[src/rtl/lsu_mem_ctrl_if.sv]
`default_nettype none
// ============================================================================
// Module      : lsu_mem_ctrl_if
// Description : Data-memory bus between the MEM-stage load/store controller
//               (master) and the data memory (slave). req/gnt request phase,
//               rvalid/rdata response phase for loads.
// Revision    : 1.0 - initial release
// ============================================================================
interface lsu_mem_ctrl_if #(
    parameter int ADDR_WIDTH = 32
) ();
    logic                  mem_req;
    logic                  mem_we;
    logic [ADDR_WIDTH-1:0] mem_addr;
    logic [3:0]            mem_be;
    logic [31:0]           mem_wdata;
    logic                  mem_gnt;
    logic                  mem_rvalid;
    logic [31:0]           mem_rdata;

    modport master (
        output mem_req, mem_we, mem_addr, mem_be, mem_wdata,
        input  mem_gnt, mem_rvalid, mem_rdata
    );

    modport slave (
        input  mem_req, mem_we, mem_addr, mem_be, mem_wdata,
        output mem_gnt, mem_rvalid, mem_rdata
    );
endinterface
`default_nettype wire

[src/rtl/lsu_mem_ctrl.sv]
`default_nettype none
// ============================================================================
// Module      : lsu_mem_ctrl
// Description : MEM-stage load/store controller. Builds byte enables and
//               lane-replicated store data, runs the req/gnt/rvalid bus
//               handshake, stalls the pipeline until the access completes and
//               presents the registered raw load word plus its byte offset.
//               Optional feature macro: MISALIGN_TRAP_EN (misaligned half/word
//               accesses are not issued and flagged on misalignM).
// Revision    : 1.0 - initial release
// ============================================================================
module lsu_mem_ctrl #(
    parameter int ADDR_WIDTH = 32
) (
    input  wire logic                  clk,
    input  wire logic                  rst_n,
    input  wire logic                  MemReadM,
    input  wire logic                  MemWriteM,
    input  wire logic [2:0]            funct3M,
    input  wire logic [ADDR_WIDTH-1:0] ALUResultM,
    input  wire logic [31:0]           WriteDataM,
    input  wire logic                  FlushM,
    lsu_mem_ctrl_if.master             bus,
    output logic                       StallM,
    output logic [31:0]                RD_data,
    output logic [1:0]                 byteAddrM,
    output logic                       misalignM
);

    typedef enum logic [1:0] {
        S_IDLE = 2'd0,
        S_REQ  = 2'd1,
        S_WAIT = 2'd2,
        S_DONE = 2'd3
    } state_t;

    state_t                state_q, state_d;
    logic [ADDR_WIDTH-1:0] addr_q, addr_d;
    logic                  we_q, we_d;
    logic [3:0]            be_q, be_d;
    logic [31:0]           wdata_q, wdata_d;
    logic [1:0]            pend_ba_q, pend_ba_d;     // offset of the access in flight
    logic                  flushed_q, flushed_d;     // load killed while awaiting rvalid
    logic [31:0]           rd_data_q, rd_data_d;
    logic [1:0]            byte_addr_q, byte_addr_d;
    logic                  misal_q, misal_d;

    logic                  w_op;
    logic                  w_size_ok;
    logic                  w_misal;
    logic                  w_req;
    logic [3:0]            w_be;
    logic [31:0]           w_wdata;

    assign w_op = (MemReadM | MemWriteM) & ~FlushM;

    // Decode access size into byte enables and lane-replicated store data
    always_comb begin
        w_be      = 4'b0000;
        w_wdata   = 32'h0;
        w_size_ok = 1'b1;
        case (funct3M)
            3'b000, 3'b100: begin
                w_be    = 4'b0001 << ALUResultM[1:0];
                w_wdata = {4{WriteDataM[7:0]}};
            end
            3'b001, 3'b101: begin
                w_be    = 4'b0011 << {ALUResultM[1], 1'b0};
                w_wdata = {2{WriteDataM[15:0]}};
            end
            3'b010: begin
                w_be    = 4'b1111;
                w_wdata = WriteDataM;
            end
            default: w_size_ok = 1'b0;
        endcase
    end

`ifdef MISALIGN_TRAP_EN
    // Half needs an even address, word needs a word-aligned address
    assign w_misal = ((funct3M == 3'b001 || funct3M == 3'b101) && ALUResultM[0])
                   || ((funct3M == 3'b010) && (ALUResultM[1:0] != 2'b00));
`else
    assign w_misal = 1'b0;
`endif

    // Next-state, captured fields and handshake outputs
    always_comb begin
        state_d     = state_q;
        addr_d      = addr_q;
        we_d        = we_q;
        be_d        = be_q;
        wdata_d     = wdata_q;
        pend_ba_d   = pend_ba_q;
        flushed_d   = flushed_q;
        rd_data_d   = rd_data_q;
        byte_addr_d = byte_addr_q;
        misal_d     = misal_q;
        StallM      = 1'b0;
        w_req       = 1'b0;
        case (state_q)
            S_IDLE: begin
                StallM    = w_op;
                flushed_d = 1'b0;
                misal_d   = 1'b0;
                if (w_op) begin
                    if (!w_size_ok || w_misal) begin
                        // Nothing goes on the bus; release the stall after one DONE cycle
                        misal_d = w_misal;
                        state_d = S_DONE;
                    end else begin
                        addr_d    = {ALUResultM[ADDR_WIDTH-1:2], 2'b00};
                        we_d      = MemWriteM;
                        be_d      = w_be;
                        wdata_d   = w_wdata;
                        pend_ba_d = ALUResultM[1:0];
                        state_d   = S_REQ;
                    end
                end
            end
            S_REQ: begin
                w_req  = 1'b1;
                StallM = 1'b1;
                if (bus.mem_gnt) begin
                    // Once granted the access is committed; a late flush only drops the data
                    flushed_d = FlushM;
                    state_d   = we_q ? S_DONE : S_WAIT;
                end else if (FlushM) begin
                    state_d = S_IDLE;
                end
            end
            S_WAIT: begin
                StallM = 1'b1;
                if (FlushM) begin
                    flushed_d = 1'b1;
                end
                if (bus.mem_rvalid) begin
                    if (flushed_q || FlushM) begin
                        state_d = S_IDLE;
                    end else begin
                        rd_data_d   = bus.mem_rdata;
                        byte_addr_d = pend_ba_q;
                        state_d     = S_DONE;
                    end
                end
            end
            S_DONE: begin
                state_d = S_IDLE;
            end
            default: state_d = S_IDLE;
        endcase
    end

    // State and captured-field registers; reset aborts any access in flight
    always_ff @(posedge clk or negedge rst_n) begin
        if (!rst_n) begin
            state_q     <= S_IDLE;
            addr_q      <= '0;
            we_q        <= 1'b0;
            be_q        <= 4'b0000;
            wdata_q     <= 32'h0;
            pend_ba_q   <= 2'b00;
            flushed_q   <= 1'b0;
            rd_data_q   <= 32'h0;
            byte_addr_q <= 2'b00;
            misal_q     <= 1'b0;
        end else begin
            state_q     <= state_d;
            addr_q      <= addr_d;
            we_q        <= we_d;
            be_q        <= be_d;
            wdata_q     <= wdata_d;
            pend_ba_q   <= pend_ba_d;
            flushed_q   <= flushed_d;
            rd_data_q   <= rd_data_d;
            byte_addr_q <= byte_addr_d;
            misal_q     <= misal_d;
        end
    end

    assign bus.mem_req   = w_req;
    assign bus.mem_we    = we_q;
    assign bus.mem_addr  = addr_q;
    assign bus.mem_be    = be_q;
    assign bus.mem_wdata = wdata_q;
    assign RD_data       = rd_data_q;
    assign byteAddrM     = byte_addr_q;
    assign misalignM     = (state_q == S_DONE) & misal_q;

endmodule
`default_nettype wire

[src/flat_wrapper.sv]
// flat-port wrapper written by rule: the top's interface ports become plain ports
module lsu_mem_ctrl_flat 
#(
    parameter int ADDR_WIDTH = 32
)
  (clk, rst_n, MemReadM, MemWriteM, funct3M, ALUResultM, WriteDataM, FlushM, StallM, RD_data, byteAddrM, misalignM, bus_mem_req, bus_mem_we, bus_mem_addr, bus_mem_be, bus_mem_wdata, bus_mem_gnt, bus_mem_rvalid, bus_mem_rdata);
  lsu_mem_ctrl_if #(.ADDR_WIDTH(ADDR_WIDTH)) bus_i ();
  input  wire logic clk;
  input  wire logic rst_n;
  input  wire logic MemReadM;
  input  wire logic MemWriteM;
  input  wire logic [2:0] funct3M;
  input  wire logic [ADDR_WIDTH-1:0] ALUResultM;
  input  wire logic [31:0] WriteDataM;
  input  wire logic FlushM;
  output logic StallM;
  output logic [31:0] RD_data;
  output logic [1:0] byteAddrM;
  output logic misalignM;
  output wire logic [$bits(bus_i.mem_req)-1:0] bus_mem_req;
  output wire logic [$bits(bus_i.mem_we)-1:0] bus_mem_we;
  output wire logic [$bits(bus_i.mem_addr)-1:0] bus_mem_addr;
  output wire logic [$bits(bus_i.mem_be)-1:0] bus_mem_be;
  output wire logic [$bits(bus_i.mem_wdata)-1:0] bus_mem_wdata;
  input wire logic [$bits(bus_i.mem_gnt)-1:0] bus_mem_gnt;
  input wire logic [$bits(bus_i.mem_rvalid)-1:0] bus_mem_rvalid;
  input wire logic [$bits(bus_i.mem_rdata)-1:0] bus_mem_rdata;
  assign bus_mem_req = bus_i.mem_req;
  assign bus_mem_we = bus_i.mem_we;
  assign bus_mem_addr = bus_i.mem_addr;
  assign bus_mem_be = bus_i.mem_be;
  assign bus_mem_wdata = bus_i.mem_wdata;
  assign bus_i.mem_gnt = bus_mem_gnt;
  assign bus_i.mem_rvalid = bus_mem_rvalid;
  assign bus_i.mem_rdata = bus_mem_rdata;
  lsu_mem_ctrl #(.ADDR_WIDTH(ADDR_WIDTH)) u_core (.clk(clk), .rst_n(rst_n), .MemReadM(MemReadM), .MemWriteM(MemWriteM), .funct3M(funct3M), .ALUResultM(ALUResultM), .WriteDataM(WriteDataM), .FlushM(FlushM), .bus(bus_i), .StallM(StallM), .RD_data(RD_data), .byteAddrM(byteAddrM), .misalignM(misalignM));
endmodule
[config.mk]
export PLATFORM = sky130hd
export DESIGN_NAME = lsu_mem_ctrl_flat
export DESIGN_NICKNAME = d
export VERILOG_FILES = /design/src/rtl/lsu_mem_ctrl_if.sv /design/src/rtl/lsu_mem_ctrl.sv /design/src/flat_wrapper.sv
export SDC_FILE = /design/constraint.sdc
export NUM_CORES = 1
export LEC_CHECK = 0
export CORE_AREA = 4 4 91 136
export DETAILED_ROUTE_END_ITERATION = 8
export DIE_AREA = 0 0 95 140
export PLACE_DENSITY = 0.86
export SETUP_SLACK_MARGIN = 0.5
export SLEW_MARGIN = 20
export SYNTH_ARGS = -nofsm -noshare
export SYNTH_HDL_FRONTEND = slang
export SYNTH_SLANG_ARGS = --single-unit
[constraint.sdc]
create_clock -name clk -period 3.8 [get_ports clk]
set_input_delay 0.38 -clock clk [delete_from_list [all_inputs] [get_ports clk]]
set_output_delay 0.38 -clock clk [all_outputs]
set_load 0.05 [all_outputs]
# After elaboration in Yosys (flattened, before gate mapping)
# Cells that the tools add are included.
[word_totals]
reg_bits = 106
in_bits = 106
output_inout_bits = 106
wordCells = 55
[op_classes]
eq_ne = 12
shifts = 2
n_mux = 16
n_bitwise = 4
reduce_logical = 12
[op_table]
columns = ["cell", "n"]
rows = [
  ["32-bit case mux with 3 select lines", 1],
  ["2-bit two-way mux", 6],
  ["4-bit case mux with 3 select lines", 1],
  ["3-bit AND reduction", 4],
  ["2-bit case mux with 4 select lines", 1],
  ["3-bit equality test, second input constant", 2],
  ["2-bit inequality test, second input constant", 3],
  ["2-bit OR reduction", 3],
  ["1-bit two-way mux", 5],
  ["5-bit OR reduction", 1],
  ["2-bit equality test, second input constant", 2],
  ["1-bit by 2-bit left shift with 4-bit output, first input constant", 1],
  ["2-bit by 2-bit left shift with 4-bit output, first input constant", 1],
  ["3-bit by 1-bit equality test with 1-bit output, second input constant", 1],
  ["3-bit by 2-bit equality test with 1-bit output, second input constant", 1],
  ["3-bit logical NOT", 1],
  ["3-bit inequality test, second input constant", 1],
  ["1-bit case mux with 3 select lines", 1],
  ["3-bit nonzero test", 1],
  ["2-bit by 1-bit equality test with 1-bit output, second input constant", 1],
  ["2-bit logical NOT", 1],
  ["2-bit by 1-bit inequality test with 1-bit output, second input constant", 1],
  ["1-bit inverter", 2],
  ["1-bit case mux with 2 select lines", 1],
  ["3 further kinds", 3],
]

# Logic depth before layout (Yosys ltp)
# Gate-level depths: netlist (run 1).
[depth]
ltp_word = 6
ltp_mapped = 7
mapped_depth_nobuf = 5

# Worst setup path after synthesis (run 1)
# Ideal clock, no wire load.
[synth_timing]
path_type = "register to output"
start = "register u_core.state_q[0]"
end = "output StallM"
arrival_ps = 1696
required_time_ps = 3420
path_slack_ps = 1724
path_stages_with_launch = 6
path_buffers = 1
path_cell_list = "dfrtp_1 > inv_1 > ha_1 > buf_2 > nand2_1 > a21oi_1"
[synth_via]
elab_chain_len = 3
elab_cells_between_ends = 5
cone_classes = "eq/ne: 2; mux: 1; reduce/logical: 2"
[synth_rtl]
columns = ["item", "line_no", "source"]
rows = [
  ["start: declaration", "lsu_mem_ctrl.sv:37", "state_t state_q, state_d;"],
  ["start signal: assignment", "lsu_mem_ctrl.sv:168", "state_q <= state_d;"],
  ["2-bit by 1-bit equality test with 1-bit output or 2-bit equality test (tied branches)", "lsu_mem_ctrl.sv:101", "case (state_q)"],
  ["2-bit OR reduction (no source line)", "--", ""],
  ["1-bit case mux with 2 select lines (*)", "lsu_mem_ctrl.sv:101", ""],
  ["end: declaration", "flat_wrapper.sv:16", "output logic StallM;"],
]
# Mark *: on every way between the ends. The rest lies on a longest branch, timed or not.

# Final worst setup path (run 1)
[layout_timing]
start = "register u_core.state_q[0]"
end = "register u_core.rd_data_q[14] (netlist: u_core.RD_data[14])"
[layout_via]
elab_chain_len = 2
[layout_rtl]
columns = ["item", "line_no", "source"]
rows = [
  ["2-bit equality test", "lsu_mem_ctrl.sv:101", ""],
  ["3-bit AND reduction (no source line)", "--", ""],
  ["end signal: assignment", "lsu_mem_ctrl.sv:175", "rd_data_q <= rd_data_d;"],
  ["end: declaration", "lsu_mem_ctrl.sv:44", "logic [31:0] rd_data_q, rd_data_d;"],
]
# No other way between the ends.
# A chain may end at the register's enable or synchronous reset.

==> results of run 1 <==
==> per-stage QoR <==
| stage | total power, mW | std cells | hold WS, ps | instance area, µm² |
|---|---|---|---|---|
| finish | 7.67 | 731 | 129 | 7470 |
| global route | 7.99 | 731 | 210 | 7470 |
| CTS | 7.72 | 731 | 175 | 7470 |
| detailed placement | 6.63 | 715 | 492 | 7120 |
| global placement | 6.51 | 715 | 481 | 7120 |
| floorplan | 5.05 | 385 | 84.4 | 4990 |
==> final cells by class <==
cell class                      count  area [µm²]  share of cell area
Multi-Input combinational cell    235        2110               0.283
Clock buffer                       10         229              0.0307
Tap cell                          150         188              0.0251
Clock inverter                      6         114              0.0152
Timing Repair Buffer              218        2150               0.288
Inverter                            6        22.5             0.00302
Sequential cell                   106        2650               0.355
==> power by group through the flow <==
stage,clock network [mW],logic (mW),registers (mW)
2_1_floorplan,0,1.14,3.90
5_1_grt,1.14,4.72,2.13
6_report,1.07,4.54,2.06
4_1_cts,1.08,4.58,2.06
3_3_place_gp,0,4.47,2.04
3_5_place_dp,0,4.56,2.07
==> critical path, delay by kind of cell, from the launching register on <==
| kind | cells | cell delay [ps] |
|---|---|---|
| fa+ha+maj | 1 | 260 |
| buf+inv | 2 | 550 |
| flops | 1 | 410 |
| mux | 1 | 380 |
| simple gates | 2 | 900 |
==> cell families after synthesis <==
| kind of cell | after synthesis |
|---|---|
| flops | 106 |
| compound gates | 90 |
| mux | 86 |
| simple gates | 51 |
| buf+inv | 44 |
| fa+ha+maj | 5 |
| other cells | 1 |
==> state kept, by name, indices dropped and copies added (netlist names) <==
| signal | flops |
|---|---|
| u_core.bus.mem_we | 1 |
| u_core.state_q | 2 |
| u_core.bus.mem_be | 4 |
| u_core.bus.mem_addr | 30 |
| u_core.byteAddrM | 2 |
| u_core.RD_data | 32 |
| u_core.bus.mem_wdata | 32 |
| u_core.flushed_q | 1 |
| u_core.pend_ba_q | 2 |
==> worst paths after layout <==
path,endpoint,slack [ps],start
worst min-delay path,u_core.bus.mem_addr[13]$_DFFE_PN0P_,130,rst_n
worst min register to register,u_core.pend_ba_q[1]$_DFFE_PN0P_,510,u_core.pend_ba_q[1]$_DFFE_PN0P_
worst max register to register,u_core.RD_data[14]$_DFFE_PN0P_,1170,u_core.state_q[0]$_DFFE_PN0P_
min in group clk,u_core.pend_ba_q[1]$_DFFE_PN0P_,510,u_core.pend_ba_q[1]$_DFFE_PN0P_
max in group asynchronous,u_core.bus.mem_addr[31]$_DFFE_PN0P_,2610,rst_n
worst max-delay path,u_core.RD_data[14]$_DFFE_PN0P_,1170,u_core.state_q[0]$_DFFE_PN0P_
==> placed cells by master, fill, tap and decap left out, types with 2 or more instances in the layout <==
cell type / synthesis / layout
a2bb2oi_1: 4 / 4
mux2_2: 59 / 59
o21ai_0: 2 / 2
nor2_1: 2 / 2
o32ai_1: 24 / 24
a21oi_1: 27 / 27
or3_1: 24 / 24
nand2b_1: 3 / 3
inv_1: 5 / 5
dfrtp_1: 106 / 106
a211oi_1: 24 / 24
bufinv_16: 0 / 3
mux2_4: 26 / 26
buf_4: 7 / 12
clkbuf_16: 0 / 9
nor4_1: 16 / 16
conb_1: 1 / 3
clkdlybuf4s50_1: 0 / 206
ha_1: 5 / 5
==> layer usage <==
metal	wire length, µm	vias to the layer above	GRT usage
met5	0	-	0
li1	-	1841	-
met1	5370	1958	0.271
met2	7720	225	0.385
met4	400	0	0.0821
met3	1430	27	0.0645
==> metrics.yaml, run 1 <==
yosys.area.top_type_share: 0.532
maxCapViolCount: 0
synth.area.top_cells: "dfrtp_1, mux2_2, mux2_4"
cp-end-kind: "register"
finalCritPeriodShare: 0.693
period_needed_ps: 2630
run_status: "completed"
dr.first_iter.drc_count: 147
power.internal_mw: 4.02
crit_arrival_ps: 2860
ys.flop_type: "dfrtp_1"
drc: 0
clock_latency_ps: 350
cpPeakStageDelay_ps: 520
grt_max_degree: 68
num_io_pins: 212
drt_first_pass_iters: 4
drive_above_1_share: 0.200
ant_nets: 0
required_ps: 4030
p_leak_nw: 2.99
grt_first_pass_wirelength_mm: 23.4
cpMaxStageDelayCell: "and2_1"
synth_cells: 383
synth_area_per_cell_um2: 13.0
clkTransAtPathRegs_ps: 70
antenna_cells: 0
start_util: 0.442
antenna_found_initial: 0
pwr-share-clk: 0.139
p_switching_mw: 3.64
setup_viol: 0
clockRootBuffer: "clkbuf_16"
htree_num_levels: 3
fp.dieW_um: 95
synth_area_mm2: 0.00499
crit_chain: "inv_1 -> ha_1 -> nor3b_1 -> and2_1 -> buf_4 -> mux2_2"
core_area_mm2: 0.0113
synth_mux_area_frac: 0.214
via_per_inst: 5.54
postCtsHoldBufs: 0
cts_resized: 0
dp_hpwl_mm: 10.9
gr-total-overflow: 0
combPwrFrac: 0.592
gp_congestion: 0.838
final_nets: 687
yosys_warnings: 0
fin_ws_ps: 1170
rr_worst_depth: 6
final_max_slew_viol_count: 0
synth.distinct_cells: 35
tightest_slew_ps: 898
cts.sinks: 106
async_flop_share: 1.00
p_per_area_mw_per_mm2: 1030
rows: 48
ys_seq_elements: 106
numCtsBuffers: 9
area_growth_pct: 49.8
setup_tns_ps: 0
yosys.area.top_type: "dfrtp_1"
synth_top_family_by_area: "multiplexers"
crit_type: "reg2reg"
fmax_mhz: 380
dieArea_mm2: 0.0133
finalHoldViolCount: 0
yosys.area_share.simple: 0.0642
synth_xor_area_frac: 0
cts_tree: "done"
ir_drop_uv: 420
route.detailed.wl_per_inst_um: 20.4
slew_headroom: 0.401
synth_most_common_cell: "dfrtp_1"
portBuffers: 208
ys_seq_area_frac: 0.532
die_h_um: 140
clockBufferDepth: 2
drt_wl_total_mm: 14.9
n_fill_cell: 816
rsz0062_at_grt: "no"
fin_util: 0.661
synth_compound_area_frac: 0.130
min_path_type: "in2async"
synth_common_cells: "dfrtp_1, mux2_2, a21oi_1"
synth-edff-count: 0
grtUsageTotal: 0.227
synthAdderAreaFrac: 0.0125
worst-path-max-fanout: 24
cts_setup_buffers: 0
num_vias: 4051
dp_slack_ps: 1120
first_global_vias: 4221
startpoint_type: "register"
swShare: 0.475
skew_ps: 4.98
seqPwrFrac: 0.269
No activity file was read; power rests on OpenSTA's default activity.
==> inputs of run 2 (changes only) <==
CORE_AREA = 4 4 93 139   (was 4 4 91 136)
DIE_AREA = 0 0 97 143   (was 0 0 95 140)
PLACE_DENSITY = 0.83   (was 0.86)
clock period = 2.76 ns   (was 3.8 ns; I/O delays follow)
==> metrics.yaml, run 2 (synthesis gave the netlist of run 1 again) <==
drt_first_pass_iters: 4
num_vias: 4070
reg2reg_from: "u_core.state_q[0]$_DFFE_PN0P_"
finalCritPeriodShare: 0.787
clockBufferDepth: 2
slew_headroom: 0.421
min_path_type: "in2async"
num_io_pins: 212
pwr-share-clk: 0.134
fmax_mhz: 461
maxCapViolCount: 0
p_per_area_mw_per_mm2: 1400
cp-end-kind: "register"
htree_num_levels: 3
grt_first_pass_wirelength_mm: 23.1
crit_chain: "inv_1 -> ha_1 -> clkinv_1 -> buf_4 -> nor4_1 -> a211oi_1"
fp.dieW_um: 97
swShare: 0.479
p_switching_mw: 5.05
grtUsageTotal: 0.209
portBuffers: 208
crit_buf_inv: 3
dieArea_mm2: 0.0139
placed_cell_area_mm2: 0.00716
startpoint_type: "register"
die_h_um: 143
p_leak_nw: 3.01
fin_cells: 735
holdWs_ps: -7.89
placed_cells: 719
area_growth_pct: 50.6
period_needed_ps: 2170
drt_wl_total_mm: 14.5
n_fill_cell: 898
final_common_cell: "clkdlybuf4s50_1"
gp_congestion: 0.893
via_per_inst: 5.54
stdcell_area_mm2: 0.00751
numCtsBuffers: 9
drc: 0
ant_nets: 0
combPwrFrac: 0.597
clockRootBuffer: "clkbuf_16"
cts_setup_buffers: 0
cpMaxStageDelayCell: "nor4_1"
ir_drop_uv: 747
antenna_cells: 0
final_max_slew_viol_count: 0
most-common-layout-cells: "clkdlybuf4s50_1, dfrtp_1, mux2_2"
core_area_mm2: 0.0118
dr.first_iter.drc_count: 139
power.internal_mw: 5.50
seqPwrFrac: 0.268
clkTransAtPathRegs_ps: 80
cts_tree: "done"
skew_ps: 10.0
crit_start: "u_core.state_q[0]$_DFFE_PN0P_"
setup_viol: 0
drive_above_1_share: 0.204
rsz0062_at_grt: "no"
rows: 49
crit_type: "reg2reg"
cts.sinks: 106
required_ps: 2950
dp_hpwl_mm: 10.8
gr-total-overflow: 0
tightest_slew_ps: 867
setup_tns_ps: 0
first_global_vias: 4274
violations: "negative hold slack"
grt_max_degree: 107
worst-path-max-fanout: 40
antenna_found_initial: 0
finalHoldViolCount: 4
crit_arrival_ps: 2360
path_delay_family: "simple AND/OR/NAND/NOR gates"
start_util: 0.421
cpPeakStageDelay_ps: 620
route.detailed.wl_per_inst_um: 19.8
clock_latency_ps: 350
final_nets: 688
run_status: "finished with violations"
==> run 2: cell count changes in the layout (fill, tap and decap cells not counted), sizes merged <==
cell           before  now
buf                12   13
bufinv              3    2
clkbuf             10    9
clkdlybuf4s50     206  205
clkinv              2    3
dlygate4sd2         0    1
inv                 6    7
==> run 2: cell type report <==
| class | instances | area, µm² | area share |
|---|---|---|---|
| sequential | 106 | 2650 | 0.353 |
| multi-input combinational | 235 | 2110 | 0.282 |
| timing repair buffer | 219 | 2190 | 0.292 |
| tap | 153 | 191 | 0.0255 |
| clock inverter | 7 | 113 | 0.0150 |
| inverter | 6 | 22.5 | 0.00300 |
| clock buffer | 9 | 225 | 0.0300 |
==> run 2: worst paths after layout <==
kind	slack (ps)	to	cells after the start
hold reg to reg	500	u_core.bus.mem_be[0]$_DFFE_PN0P_	1
max in group asynchronous	2350	u_core.RD_data[15]$_DFFE_PN0P_	2
hold / removal	-8	u_core.bus.mem_addr[15]$_DFFE_PN0P_	2
setup / recovery	590	u_core.bus.mem_wdata[13]$_DFFE_PN0P_	6
min in group clk	500	u_core.bus.mem_be[0]$_DFFE_PN0P_	1
setup reg to reg	590	u_core.bus.mem_wdata[13]$_DFFE_PN0P_	6
==> run 2: per-stage QoR <==
stage | total power, mW | setup WS [ps] | utilization
after floorplan | 6.95 | 788 | -
after global placement | 9.02 | 532 | 0.605
after detailed placement | 9.18 | 472 | 0.605
after CTS | 10.6 | 530 | 0.634
after global routing | 11.0 | 512 | 0.635
final | 10.5 | 589 | 0.635
==> run 2: power by group through the flow <==
stage | combinational [mW] | clock [mW] | sequential [mW]
final | 6.30 | 1.42 | 2.83
after global routing | 6.56 | 1.51 | 2.93
after CTS | 6.34 | 1.45 | 2.84
after detailed placement | 6.32 | 0 | 2.86
after global placement | 6.22 | 0 | 2.80
after floorplan | 1.58 | 0 | 5.38
==> run 2: repair_timing <==
| item | CTS | global route |
|---|---|---|
| hold buffers | 0 | 0 |
| endpoints found under the hold margin | 0 | 0 |
| setup endpoints to repair | 35 | 35 |
| resized for setup | 2 | 2 |
==> run 2: metal layers <==
metal  vias up  track usage  part of all wire
met5         -            0                 0
met4         0       0.0917             0.032
met3        31       0.0494             0.064
met2       204        0.371              0.53
met1      1980        0.242              0.37
li1       1855            -                 -
